### config.mk
export PLATFORM = sky130hd
export DESIGN_NAME = bcd_serial_adder
export DESIGN_NICKNAME = d
export VERILOG_FILES = /design/src/rtl/bcd_serial_adder_pkg.sv /design/src/rtl/bcd_serial_adder_digit_step.sv /design/src/rtl/bcd_serial_adder.sv
export SDC_FILE = /design/constraint.sdc
export NUM_CORES = 1
export LEC_CHECK = 0
export CAP_MARGIN = 40
export CORE_UTILIZATION = 46
export DETAILED_ROUTE_END_ITERATION = 10
export PLACE_DENSITY = 0.84
export SYNTH_ARGS = -nofsm -noshare
export SYNTH_HDL_FRONTEND = slang
export SYNTH_SLANG_ARGS = --single-unit
### constraint.sdc
create_clock -name clk -period 4.1 [get_ports clk]
set_clock_uncertainty 0.1 [all_clocks]
set_input_delay 1.025 -clock clk [delete_from_list [all_inputs] [get_ports clk]]
set_output_delay 1.025 -clock clk [all_outputs]
set_load 0.005 [all_outputs]
### src/rtl/bcd_serial_adder_pkg.sv
// Shared definitions for the digit-serial packed-BCD adder.
package bcd_serial_adder_pkg;

    typedef enum logic [1:0] {
        ST_IDLE = 2'd0,
        ST_RUN  = 2'd1,
        ST_DONE = 2'd2
    } state_t;

    localparam logic [3:0] BCD_MAX = 4'd9;
    localparam logic [4:0] BCD_ADJ = 5'd6;

endpackage

### src/rtl/bcd_serial_adder_digit_step.sv
// Single-digit BCD adder stage: binary add, then decimal correction when the sum exceeds 9.
module bcd_digit_step
    import bcd_serial_adder_pkg::*;
(
    input  logic [3:0] a_d,
    input  logic [3:0] b_d,
    input  logic       c_in,
    output logic [3:0] digit,
    output logic       c_out,
    output logic       invalid
);

    logic [4:0] bin_sum;
    logic [4:0] adj_sum;

    always_comb begin
        bin_sum = {1'b0, a_d} + {1'b0, b_d} + {4'b0000, c_in};
        adj_sum = bin_sum + BCD_ADJ;
        invalid = (a_d > BCD_MAX) || (b_d > BCD_MAX);
        // Out-of-range digits take the same correction path; err reports them instead.
        if (bin_sum > {1'b0, BCD_MAX}) begin
            digit = adj_sum[3:0];
            c_out = 1'b1;
        end else begin
            digit = bin_sum[3:0];
            c_out = 1'b0;
        end
    end

endmodule

### src/rtl/bcd_serial_adder.sv
// Digit-serial packed-BCD adder: one decimal digit per clock, least-significant digit first.
//  state   | meaning
//  ST_IDLE | waiting for start; result ports hold the last result
//  ST_RUN  | adding digit idx_q, carry kept in carry_q between digits
//  ST_DONE | one-cycle done pulse, returns to ST_IDLE unconditionally
module bcd_serial_adder
    import bcd_serial_adder_pkg::*;
#(
    parameter int DIGITS = 4
) (
    input  logic                  clk,
    input  logic                  rst_n,
    input  logic                  start,
    input  logic [4*DIGITS-1:0]   a,
    input  logic [4*DIGITS-1:0]   b,
    input  logic                  cin,
    output logic                  busy,
    output logic                  done,
    output logic [4*DIGITS-1:0]   sum,
    output logic                  cout,
    output logic                  err
);

    localparam int W  = 4 * DIGITS;
    localparam int IW = (DIGITS > 1) ? $clog2(DIGITS) : 1;
    localparam logic [IW-1:0] LAST_IDX = IW'(DIGITS - 1);

    state_t        state_q, state_d;
    logic [W-1:0]  a_q, a_d;
    logic [W-1:0]  b_q, b_d;
    logic [W-1:0]  sum_q, sum_d;
    logic [IW-1:0] idx_q, idx_d;
    logic          carry_q, carry_d;
    logic          cout_q, cout_d;
    logic          err_q, err_d;

    logic [3:0]    a_dig, b_dig, step_digit;
    logic          step_carry, step_invalid;

    always_comb begin
        a_dig = '0;
        b_dig = '0;
        for (int i = 0; i < DIGITS; i++) begin
            if (idx_q == IW'(i)) begin
                a_dig = a_q[4*i +: 4];
                b_dig = b_q[4*i +: 4];
            end
        end
    end

    bcd_digit_step u_step (
        .a_d     (a_dig),
        .b_d     (b_dig),
        .c_in    (carry_q),
        .digit   (step_digit),
        .c_out   (step_carry),
        .invalid (step_invalid)
    );

    always_comb begin
        state_d = state_q;
        a_d     = a_q;
        b_d     = b_q;
        sum_d   = sum_q;
        idx_d   = idx_q;
        carry_d = carry_q;
        cout_d  = cout_q;
        err_d   = err_q;
        case (state_q)
            ST_IDLE: begin
                if (start) begin
                    a_d     = a;
                    b_d     = b;
                    carry_d = cin;
                    idx_d   = '0;
                    err_d   = 1'b0;
                    sum_d   = '0;
                    cout_d  = 1'b0;
                    state_d = ST_RUN;
                end
            end
            ST_RUN: begin
                for (int i = 0; i < DIGITS; i++) begin
                    if (idx_q == IW'(i)) sum_d[4*i +: 4] = step_digit;
                end
                carry_d = step_carry;
                err_d   = err_q | step_invalid;
                if (idx_q == LAST_IDX) begin
                    cout_d  = step_carry;
                    state_d = ST_DONE;
                end else begin
                    idx_d = idx_q + 1'b1;
                end
            end
            ST_DONE: state_d = ST_IDLE;
            default: state_d = ST_IDLE;
        endcase
    end

    always_ff @(posedge clk or negedge rst_n) begin
        if (!rst_n) begin
            state_q <= ST_IDLE;
            a_q     <= '0;
            b_q     <= '0;
            sum_q   <= '0;
            idx_q   <= '0;
            carry_q <= 1'b0;
            cout_q  <= 1'b0;
            err_q   <= 1'b0;
        end else begin
            state_q <= state_d;
            a_q     <= a_d;
            b_q     <= b_d;
            sum_q   <= sum_d;
            idx_q   <= idx_d;
            carry_q <= carry_d;
            cout_q  <= cout_d;
            err_q   <= err_d;
        end
    end

    assign busy = (state_q != ST_IDLE);
    assign done = (state_q == ST_DONE);
    assign sum  = sum_q;
    assign cout = cout_q;
    assign err  = err_q;

endmodule

Word-level counts from Yosys, hierarchy flattened
Cells that the tools add are included.
{"block": "totals", "register_bits": 55, "input_bits": 36, "output_inout_bits": 20, "wordCells": 71}
{"block": "op_classes", "n_addsub": 4, "order_cmp": 3, "eq_ne": 11, "muxes": 28, "n_bitwise": 1, "reduce_logical": 13}
{"op": "4-bit two-way mux", "n": 13}
{"op": "16-bit case mux with 2 select lines", "n": 1}
{"op": "16-bit two-way mux", "n": 1}
{"op": "3-bit AND reduction", "n": 5}
{"op": "2-bit inequality test (second input constant)", "n": 6}
{"op": "4-bit greater-than comparator (second input constant)", "n": 2}
{"op": "2-bit two-way mux", "n": 4}
{"op": "2-bit case mux with 2 select lines", "n": 2}
{"op": "2-bit equality test (second input constant)", "n": 3}
{"op": "1-bit case mux with 2 select lines", "n": 3}
{"op": "2-bit AND reduction", "n": 3}
{"op": "4-bit by 4-bit adder with 5-bit output", "n": 1}
{"op": "5-bit by 1-bit adder with 5-bit output", "n": 1}
{"op": "5-bit by 4-bit greater-than comparator with 1-bit output (second input constant)", "n": 1}
{"op": "4-bit by 3-bit adder with 4-bit output (second input constant)", "n": 1}
{"op": "2-bit by 1-bit equality test with 1-bit output (second input constant)", "n": 2}
{"op": "2-bit zero test", "n": 2}
{"op": "1-bit two-way mux", "n": 4}
{"op": "2-bit nonzero test", "n": 2}
{"op": "2-bit by 1-bit adder with 2-bit output (second input constant)", "n": 1}
{"op": "1-bit logical OR", "n": 1}
{"op": "1-bit bitwise OR", "n": 1}

Logic depth before layout (Yosys ltp)
Gate-level depths: netlist of run 1.
{"block": "logic_depth", "depth_word": 11, "depth_mapped": 17, "depth_no_buf": 16}

Modules after synthesis
A second synthesis of run 1 with hierarchy kept.
{"block": "unflattened", "hier_cells": 245, "area_unflattened_um2": 2723.9}
{"module": "bcd_serial_adder", "instances": 1, "cells_per_inst": 220, "area_each_um2": 2498.6, "seq_area_each_um2": 1376.3}
{"module": "bcd_digit_step", "instances": 1, "cells_per_inst": 25, "area_each_um2": 225.2, "seq_area_each_um2": 0.0}

Worst setup path before layout of run 1
Ideal clock, no wire load.
{"block": "synth_path", "path_kind": "register to register", "startpoint": "reg idx_q[1]", "endpoint": "reg sum_q[2], in the netlist sum[2]", "setup_time_ps": 72, "arrival_time_ps": 3864, "required_ps": 3928, "path_slack_ps": 64, "stages_incl_launch_ff": 17, "path_buffers": 2, "synth_period_minus_slack_ps": 4036, "cell_sequence": "dfrtp_1 -> inv_1 -> ha_1 -> clkbuf_1 -> clkbuf_1 -> a21oi_1 -> o21ai_0 -> mux2i_1 -> fa_1 -> fa_1 -> xor2_2 -> ha_1 -> a22o_4 -> o311ai_4 -> mux2i_2 -> a31oi_1 -> nor2_1"}
{"block": "synth_via", "elab_chain_len": 11, "word_cells_on_any_way": 21, "cone_classes": "add/sub: 3; order compare: 1; eq/ne: 4; mux: 11; reduce/logical: 2"}
{"element": "start: declaration", "line": "bcd_serial_adder.sv:32", "text": "logic [IW-1:0] idx_q, idx_d;"}
{"element": "start signal: assignment", "line": "bcd_serial_adder.sv:115", "text": "idx_q <= idx_d;"}
{"element": "2-bit zero test", "line": "bcd_serial_adder.sv:44, bcd_serial_adder.sv:84"}
{"element": "4-bit two-way mux (4 in series)", "line": "bcd_serial_adder.sv:44", "text": "if (idx_q == IW'(i)) begin"}
{"element": "4-bit by 4-bit adder with 5-bit output", "line": "bcd_serial_adder_digit_step.sv:17", "text": "bin_sum = {1'b0, a_d} + {1'b0, b_d} + {4'b0000, c_in};"}
{"element": "5-bit by 1-bit adder with 5-bit output", "line": "bcd_serial_adder_digit_step.sv:17"}
{"element": "4-bit by 3-bit adder with 4-bit output / 5-bit by 4-bit greater-than comparator with 1-bit output (equally long branches)", "line": "bcd_serial_adder_digit_step.sv:18, bcd_serial_adder_digit_step.sv:21"}
{"element": "4-bit two-way mux", "line": "bcd_serial_adder_digit_step.sv:21", "text": "if (bin_sum > {1'b0, BCD_MAX}) begin"}
{"element": "4-bit two-way mux", "line": "bcd_serial_adder.sv:84", "text": "if (idx_q == IW'(i)) sum_d[4*i +: 4] = step_digit;"}
{"element": "16-bit case mux with 2 select lines", "line": "bcd_serial_adder.sv:69", "text": "case (state_q)"}
{"element": "end signal: assignment", "line": "bcd_serial_adder.sv:114", "text": "sum_q <= sum_d;"}
{"element": "end: declaration", "line": "bcd_serial_adder.sv:31", "text": "logic [W-1:0] sum_q, sum_d;"}
Parallel ways exist; a longest one is shown, timed or not. The select of a mux whose other input is x is not followed.
A chain may end at the register's enable or synchronous reset.

Worst setup path in the final report of run 1
{"block": "layout_path", "startpoint": "reg idx_q[0]", "endpoint": "reg sum_q[14], in the netlist sum[14]"}
{"block": "layout_via", "elab_chain_len": 11, "word_cells_on_any_way": 21, "cone_classes": "add/sub: 3; order compare: 1; eq/ne: 4; mux: 11; reduce/logical: 2"}
{"element": "2-bit zero test", "line": "bcd_serial_adder.sv:44"}
{"element": "4-bit two-way mux (4 in series)", "line": "bcd_serial_adder.sv:44"}
{"element": "4-bit by 4-bit adder with 5-bit output", "line": "bcd_serial_adder_digit_step.sv:17"}
{"element": "5-bit by 1-bit adder with 5-bit output", "line": "bcd_serial_adder_digit_step.sv:17"}
{"element": "4-bit by 3-bit adder with 4-bit output / 5-bit by 4-bit greater-than comparator with 1-bit output (equally long branches)", "line": "bcd_serial_adder_digit_step.sv:18, bcd_serial_adder_digit_step.sv:21"}
{"element": "4-bit two-way mux", "line": "bcd_serial_adder_digit_step.sv:21"}
{"element": "4-bit two-way mux", "line": "bcd_serial_adder.sv:84"}
{"element": "16-bit case mux with 2 select lines", "line": "bcd_serial_adder.sv:69"}
Parallel ways exist; a longest one is shown, timed or not. The select of a mux whose other input is x is not followed.

==> impl_metrics.toml, run 1 <==
[critical_path]
cp_max_fo = 7
reg2reg_to = "sum[14]"
cp.required_ns = 4.24
end_kind = "flop"
cp-startpoint = "idx_q[0]"
r2r_cells = 16
reg2reg_from = "idx_q[0]"
crit_end = "sum[14]"
crit_type = "reg -> reg"
reg2reg_slack_ns = 0.24
start_kind = "flop"
cp.arrival_ns = 3.99

[floorplanning]
pin_count = 56
dieArea_sq_um = 6230
die_x_microns = 79.0
rows = 27
die_h_microns = 79.0
start_util = 0.486
coreArea_sq_um = 5610

[clock_tree]
numCtsBuffers = 5
htreeDepth = 2
clk_latency_ns = 0.30
hold_buffers = 0
clock_path_buffers = 2
clkTransAtPathRegs_ns = 0.09
cts_root_buffer = "clkbuf_8"
cts.sink_count = 55
cts_tree = "built"

[synth]
ys_warn_count = 0
synth-seq-cells = 55
ys.flop_type = "dfrtp_1"
synth_cell_types = 31
syn_area_per_cell_sq_um = 8.54
synthesis.nets = 365
synth_edf_count = 0
async_flop_share = 1.00
synth_area_sq_um = 2720
syn_inst = 319
synth.yosys.seq_area_share = 0.505

[layout]
instances_no_fill = 448
fill_cells = 499
antenna_cells = 0
fin_util = 0.630
nNetsFinal = 422
drive_gt1_frac = 0.0957
area_growth_pct = 29.6

[sta]
fin_crit_ns = 3.86
hold_viol_final = 0
hold_ws_ns = 0.380
clock.fmax_mhz = 259
slew_violations = 0
timing.final.crit_share = 0.940
maxSlewHeadroom = 0.343
grt_setup_unrepaired = "false"
tightest_slew_ns = 0.984
setup_viol = 0

[grt]
antenna_found_initial = 0
grt_overflow_total = 0
grt_pass1_vias = 2293
grt_pass1_wl_microns = 10700
grt_usage = 0.222
grt_max_degree = 36

[worst_hold_path]
hold_path.class = "reg -> reg"
worstHoldStart = "sum[11]"

[flow_run]
drv_cap = 0

[drt]
drtAntennaViolNets = 0
drc = 0
drtIter0Drc = 102
drt_wl_total_microns = 6130
vias = 2298
first_pass_iters = 4
viasPerCell = 5.13
wl_per_cell_microns = 13.7

[placed_design]
dp_cells = 440
gp_congestion = 0.817
place_hpwl_microns = 4560
portBuffers = 55

[power]
p_total_mw = 3.66
power_leakage_nw = 1.63
irDropWorstVdd_v = 0.000686
powerDensity_nw_per_um2 = 1040

[run_status]
status = "finished clean"
layer usage:
| metal | part of all wire | global-route usage | vias to the layer above |
|---|---|---|---|
| li1 | - | - | 1144 |
| met1 | 0.45 | 0.292 | 1067 |
| met2 | 0.48 | 0.378 | 80 |
| met3 | 0.050 | 0.0356 | 7 |
| met4 | 0.011 | 0.0655 | 0 |
| met5 | 0 | 0 | - |
layout by cell type, fill, tap and decap left out, drive strengths merged, types with 2 or more instances in the layout:
| master | n |
|---|---|
| fa | 2 |
| nand3b | 7 |
| inv | 8 |
| nand2b | 2 |
| a21oi | 24 |
| clkdlybuf4s50 | 54 |
| o311ai | 3 |
| clkbuf | 6 |
| nor2b | 4 |
| o31ai | 3 |
| o21ai | 21 |
| nand2 | 133 |
| a31oi | 3 |
| mux2i | 4 |
| nor2 | 15 |
| dfrtp | 55 |
| mux2 | 2 |
| buf | 11 |
| ha | 8 |
how the worst min path moves through the flow:
| stage | end | slack, ns | cells past startpoint |
|---|---|---|---|
| after floorplan | a_q[12] | 0.35 | 2 |
| after global placement | a_q[9] | 0.36 | 2 |
| after detailed placement | sum[7] | 0.37 | 2 |
| after CTS | sum[7] | 0.39 | 2 |
| after global routing | sum[8] | 0.40 | 2 |
| final | sum[11] | 0.38 | 2 |
report_power, final:
part           internal, mW  switching [mW]  leakage, nW
Clock                 0.133           0.168       0.0470
Sequential            0.789           0.158        0.695
Combinational          1.12            1.29        0.885
what timing repair did:
item,in CTS,in global routing
endpoints found under the hold margin,0,0
cloned,0,0
gates resized for setup,1,13
setup endpoints to repair,4,10
pin swaps,0,3
buffers inserted,0,1
flip-flops by register name, indices dropped and copies added (netlist names):
name / count
state_q: 2
err: 1
sum: 16
cout: 1
carry_q: 1
idx_q: 2
a_q: 16
b_q: 16
kinds of logic after synthesis:
| logic type | count (synthesis) | share of synthesized area |
|---|---|---|
| AND/OR/NAND/NOR | 165 | 0.249 |
| AO/OA/AOI/OAI | 58 | 0.129 |
| flip-flops | 55 | 0.505 |
| buffers and inverters | 23 | 0.0317 |
| adder cells (fa/ha/maj) | 10 | 0.0514 |
| multiplexers | 6 | 0.0243 |
| XOR/XNOR | 2 | 0.00919 |
per-stage QoR:
| step | area [sq um] | TNS, ns | setup slack [ns] |
|---|---|---|---|
| after floorplan | 2720 | 0 | 0.0640 |
| after global placement | 3370 | 0 | 0.191 |
| after detailed placement | 3380 | -0.00591 | -0.00591 |
| after CTS | 3480 | 0 | 0.00238 |
| after global routing | 3530 | 0 | 0.00880 |
| final | 3530 | 0 | 0.245 |
worst max-delay path, stage by stage, from the launching register on:
cell,delay [ns]
dfrtp_2,0.46
inv_2,0.10
ha_4,0.16
nand2_1,0.05
nor2_1,0.08
a21oi_1,0.04
o21ai_0,0.17
mux2i_1,0.13
fa_2,0.40
fa_2,0.43
xor2_2,0.19
ha_2,0.23
a22o_4,0.26
o311ai_4,0.33
mux2i_4,0.38
nand2_1,0.10
o21ai_2,0.18
synthesized netlist by cell type (2+ instances only):
master    instances  area, sq um
inv_1             8         30.0
ha_1              8          100
nand2_1         133          499
o21ai_1           6         30.0
a31oi_1           3         18.8
o31ai_1           3         22.5
nor2_1           15         56.3
dfrtp_1          55         1380
clkbuf_1         11         41.3
mux2_2            2         22.5
nand3b_1          7         52.6
fa_1              2         40.0
o311ai_0          2         17.5
mux2i_1           3         30.0
nor2b_1           4         25.0
a21oi_1          24          120
nand2b_1          2         12.5
buf_1             4         15.0
o21ai_0          15         75.1
layout make-up:
| type | count | area (sq um) | area share |
|---|---|---|---|
| Sequential cell | 55 | 1380 | 0.390 |
| Multi-Input combinational cell | 241 | 1320 | 0.373 |
| Timing Repair Buffer | 65 | 628 | 0.178 |
| Tap cell | 72 | 90.1 | 0.0255 |
| Clock buffer | 6 | 82.6 | 0.0234 |
| Inverter | 8 | 30.0 | 0.00850 |
| Clock inverter | 1 | 5.00 | 0.00142 |
(Power assumes the default switching activity.)
==> run 2: changes to the inputs <==
- REMOVE_ABC_BUFFERS: default -> 1
- SETUP_SLACK_MARGIN: default -> 0.15
- SLEW_MARGIN: default -> 0
==> run 2 against run 1 <==
Global-route usage down 0.81 points. Count of clock-buffer cells in the layout increased by 2. Non-clock buffer count up 7. Routed wire length down 0.67%. Largest cell class unchanged. Combinational power increased by 7%. First-iteration DRC count rose by 75%.
==> impl_metrics.toml, run 2 (synthesis gave the netlist of run 1 again) <==
[drt]
vias = 2355
wl_per_cell_microns = 13.4
viasPerCell = 5.16
drtIter0Drc = 178
drtAntennaViolNets = 0
drc = 0
first_pass_iters = 5
drt_wl_total_microns = 6090

[clock_tree]
clkTransAtPathRegs_ns = 0.09
cts.sink_count = 55
numCtsBuffers = 5
clock_path_buffers = 2
cts_root_buffer = "clkbuf_8"
htreeDepth = 2
cts_tree = "built"
clk_latency_ns = 0.31

[critical_path]
slowest_stage = "dfrtp_1"
cp_max_fo = 7
reg2reg_from = "idx_q[0]"
crit_buf_inv = 1
start_kind = "flop"
path_depth = 16
path_cells = "inv_2, ha_2, nand2_1, nor2_1, a21oi_1, o21ai_0, mux2i_1, fa_2, fa_2, xor2_2, ha_2, a22o_4, o311ai_4, mux2i_4, nand2_1, o21ai_1"
cp.arrival_ns = 3.89
crit_type = "reg -> reg"
cp.required_ns = 4.24
r2r_cells = 16
crit_family = "adder cells"
end_kind = "flop"
cp-startpoint = "idx_q[0]"
cp_slowest_stage_delay_ns = 0.44

[sta]
maxSlewHeadroom = 0.308
hold_viol_final = 0
slew_violations = 0
timing.final.crit_share = 0.915
tightest_slew_ns = 1.04
hold_ws_ns = 0.387
fin_crit_ns = 3.75
grt_setup_unrepaired = "false"
setup_viol = 0
clock.fmax_mhz = 267
final.setup.tns_ns = 0

[worst_hold_path]
hold_path.class = "reg -> reg"
worstHoldPathCells = 2
worstHoldStart = "b_q[7]"

[floorplanning]
rows = 27
pin_count = 56
die_h_microns = 79.0
die_x_microns = 79.0
start_util = 0.486
dieArea_sq_um = 6230
coreArea_sq_um = 5610

[placed_design]
place_hpwl_microns = 4610
dp_cells = 442
place_area_sq_um = 3400
portBuffers = 55
gp_congestion = 0.797

[run_status]
status = "finished clean"

[grt]
grt_overflow_total = 0
antenna_found_initial = 0
grt_pass1_wl_microns = 10500
grt_pass1_vias = 2392
grt_max_degree = 43
grt_usage = 0.214

[layout]
fin_util = 0.637
final_common_cell = "nand2_1"
layout_common_cells = "nand2_1, dfrtp_1, clkdlybuf4s50_1, a21oi_1, buf_4"
instances_no_fill = 456
area_growth_pct = 31.1
antenna_cells = 0
design_area_sq_um = 3570
nNetsFinal = 429
drive_gt1_frac = 0.107

[flow_run]
drv_cap = 0

[power]
irDropWorstVdd_v = 0.000672
power_leakage_nw = 1.66
powerDensity_nw_per_um2 = 1080
## run 2: area by class of cell
class | instances | area (sq um)
Timing Repair Buffer | 72 | 681
Inverter | 8 | 30.0
Tap cell | 72 | 90.1
Clock buffer | 8 | 100
Multi-Input combinational cell | 241 | 1290
Sequential cell | 55 | 1380
Fill cell | 504 | 2040
## run 2: power breakdown
part,leakage [nW],total (mW),switching [mW],internal (mW)
clock,0.0515,0.324,0.169,0.155
combinational,0.917,2.59,1.35,1.24
sequential,0.696,0.937,0.149,0.788
total,1.66,3.85,1.67,2.19
## run 2: worst min-delay path, cell delays in order (launching register included)
cell,delay [ns]
dfrtp_1,0.35
nand2_1,0.05
nand2_1,0.06
## run 2: layer usage
layer,wire length (microns),up-vias,part of all wire,global-route usage
met4,73,0,0.012,0.0491
met2,3190,62,0.52,0.396
li1,-,1159,-,-
met5,0,-,0,0
met1,2570,1125,0.42,0.252
met3,255,9,0.042,0.0471
## run 2: repair_timing
action | in CTS | in global routing
setup buffers | 1 | 5
resized for setup | 5 | 6
pin swaps | 1 | 6
endpoints found under the setup margin | 4 | 8
hold buffers | 0 | 0
## run 2: path summary, 6_finish.rpt
kind,to,slack [ns]
setup / recovery,sum[14],0.35
hold / removal,b_q[7],0.39
setup reg to reg,sum[14],0.35
hold reg to reg,b_q[7],0.39
max in group asynchronous,idx_q[1],2.45
min in group asynchronous,a_q[1],0.68
## run 2: metrics by stage
step / setup WS (ns) / power, mW
floorplan: 0.230 / 2.46
global placement: 0.250 / 3.04
detailed placement: 0.0403 / 3.18
CTS: 0.187 / 3.67
global route: 0.140 / 4.16
finish: 0.349 / 3.85
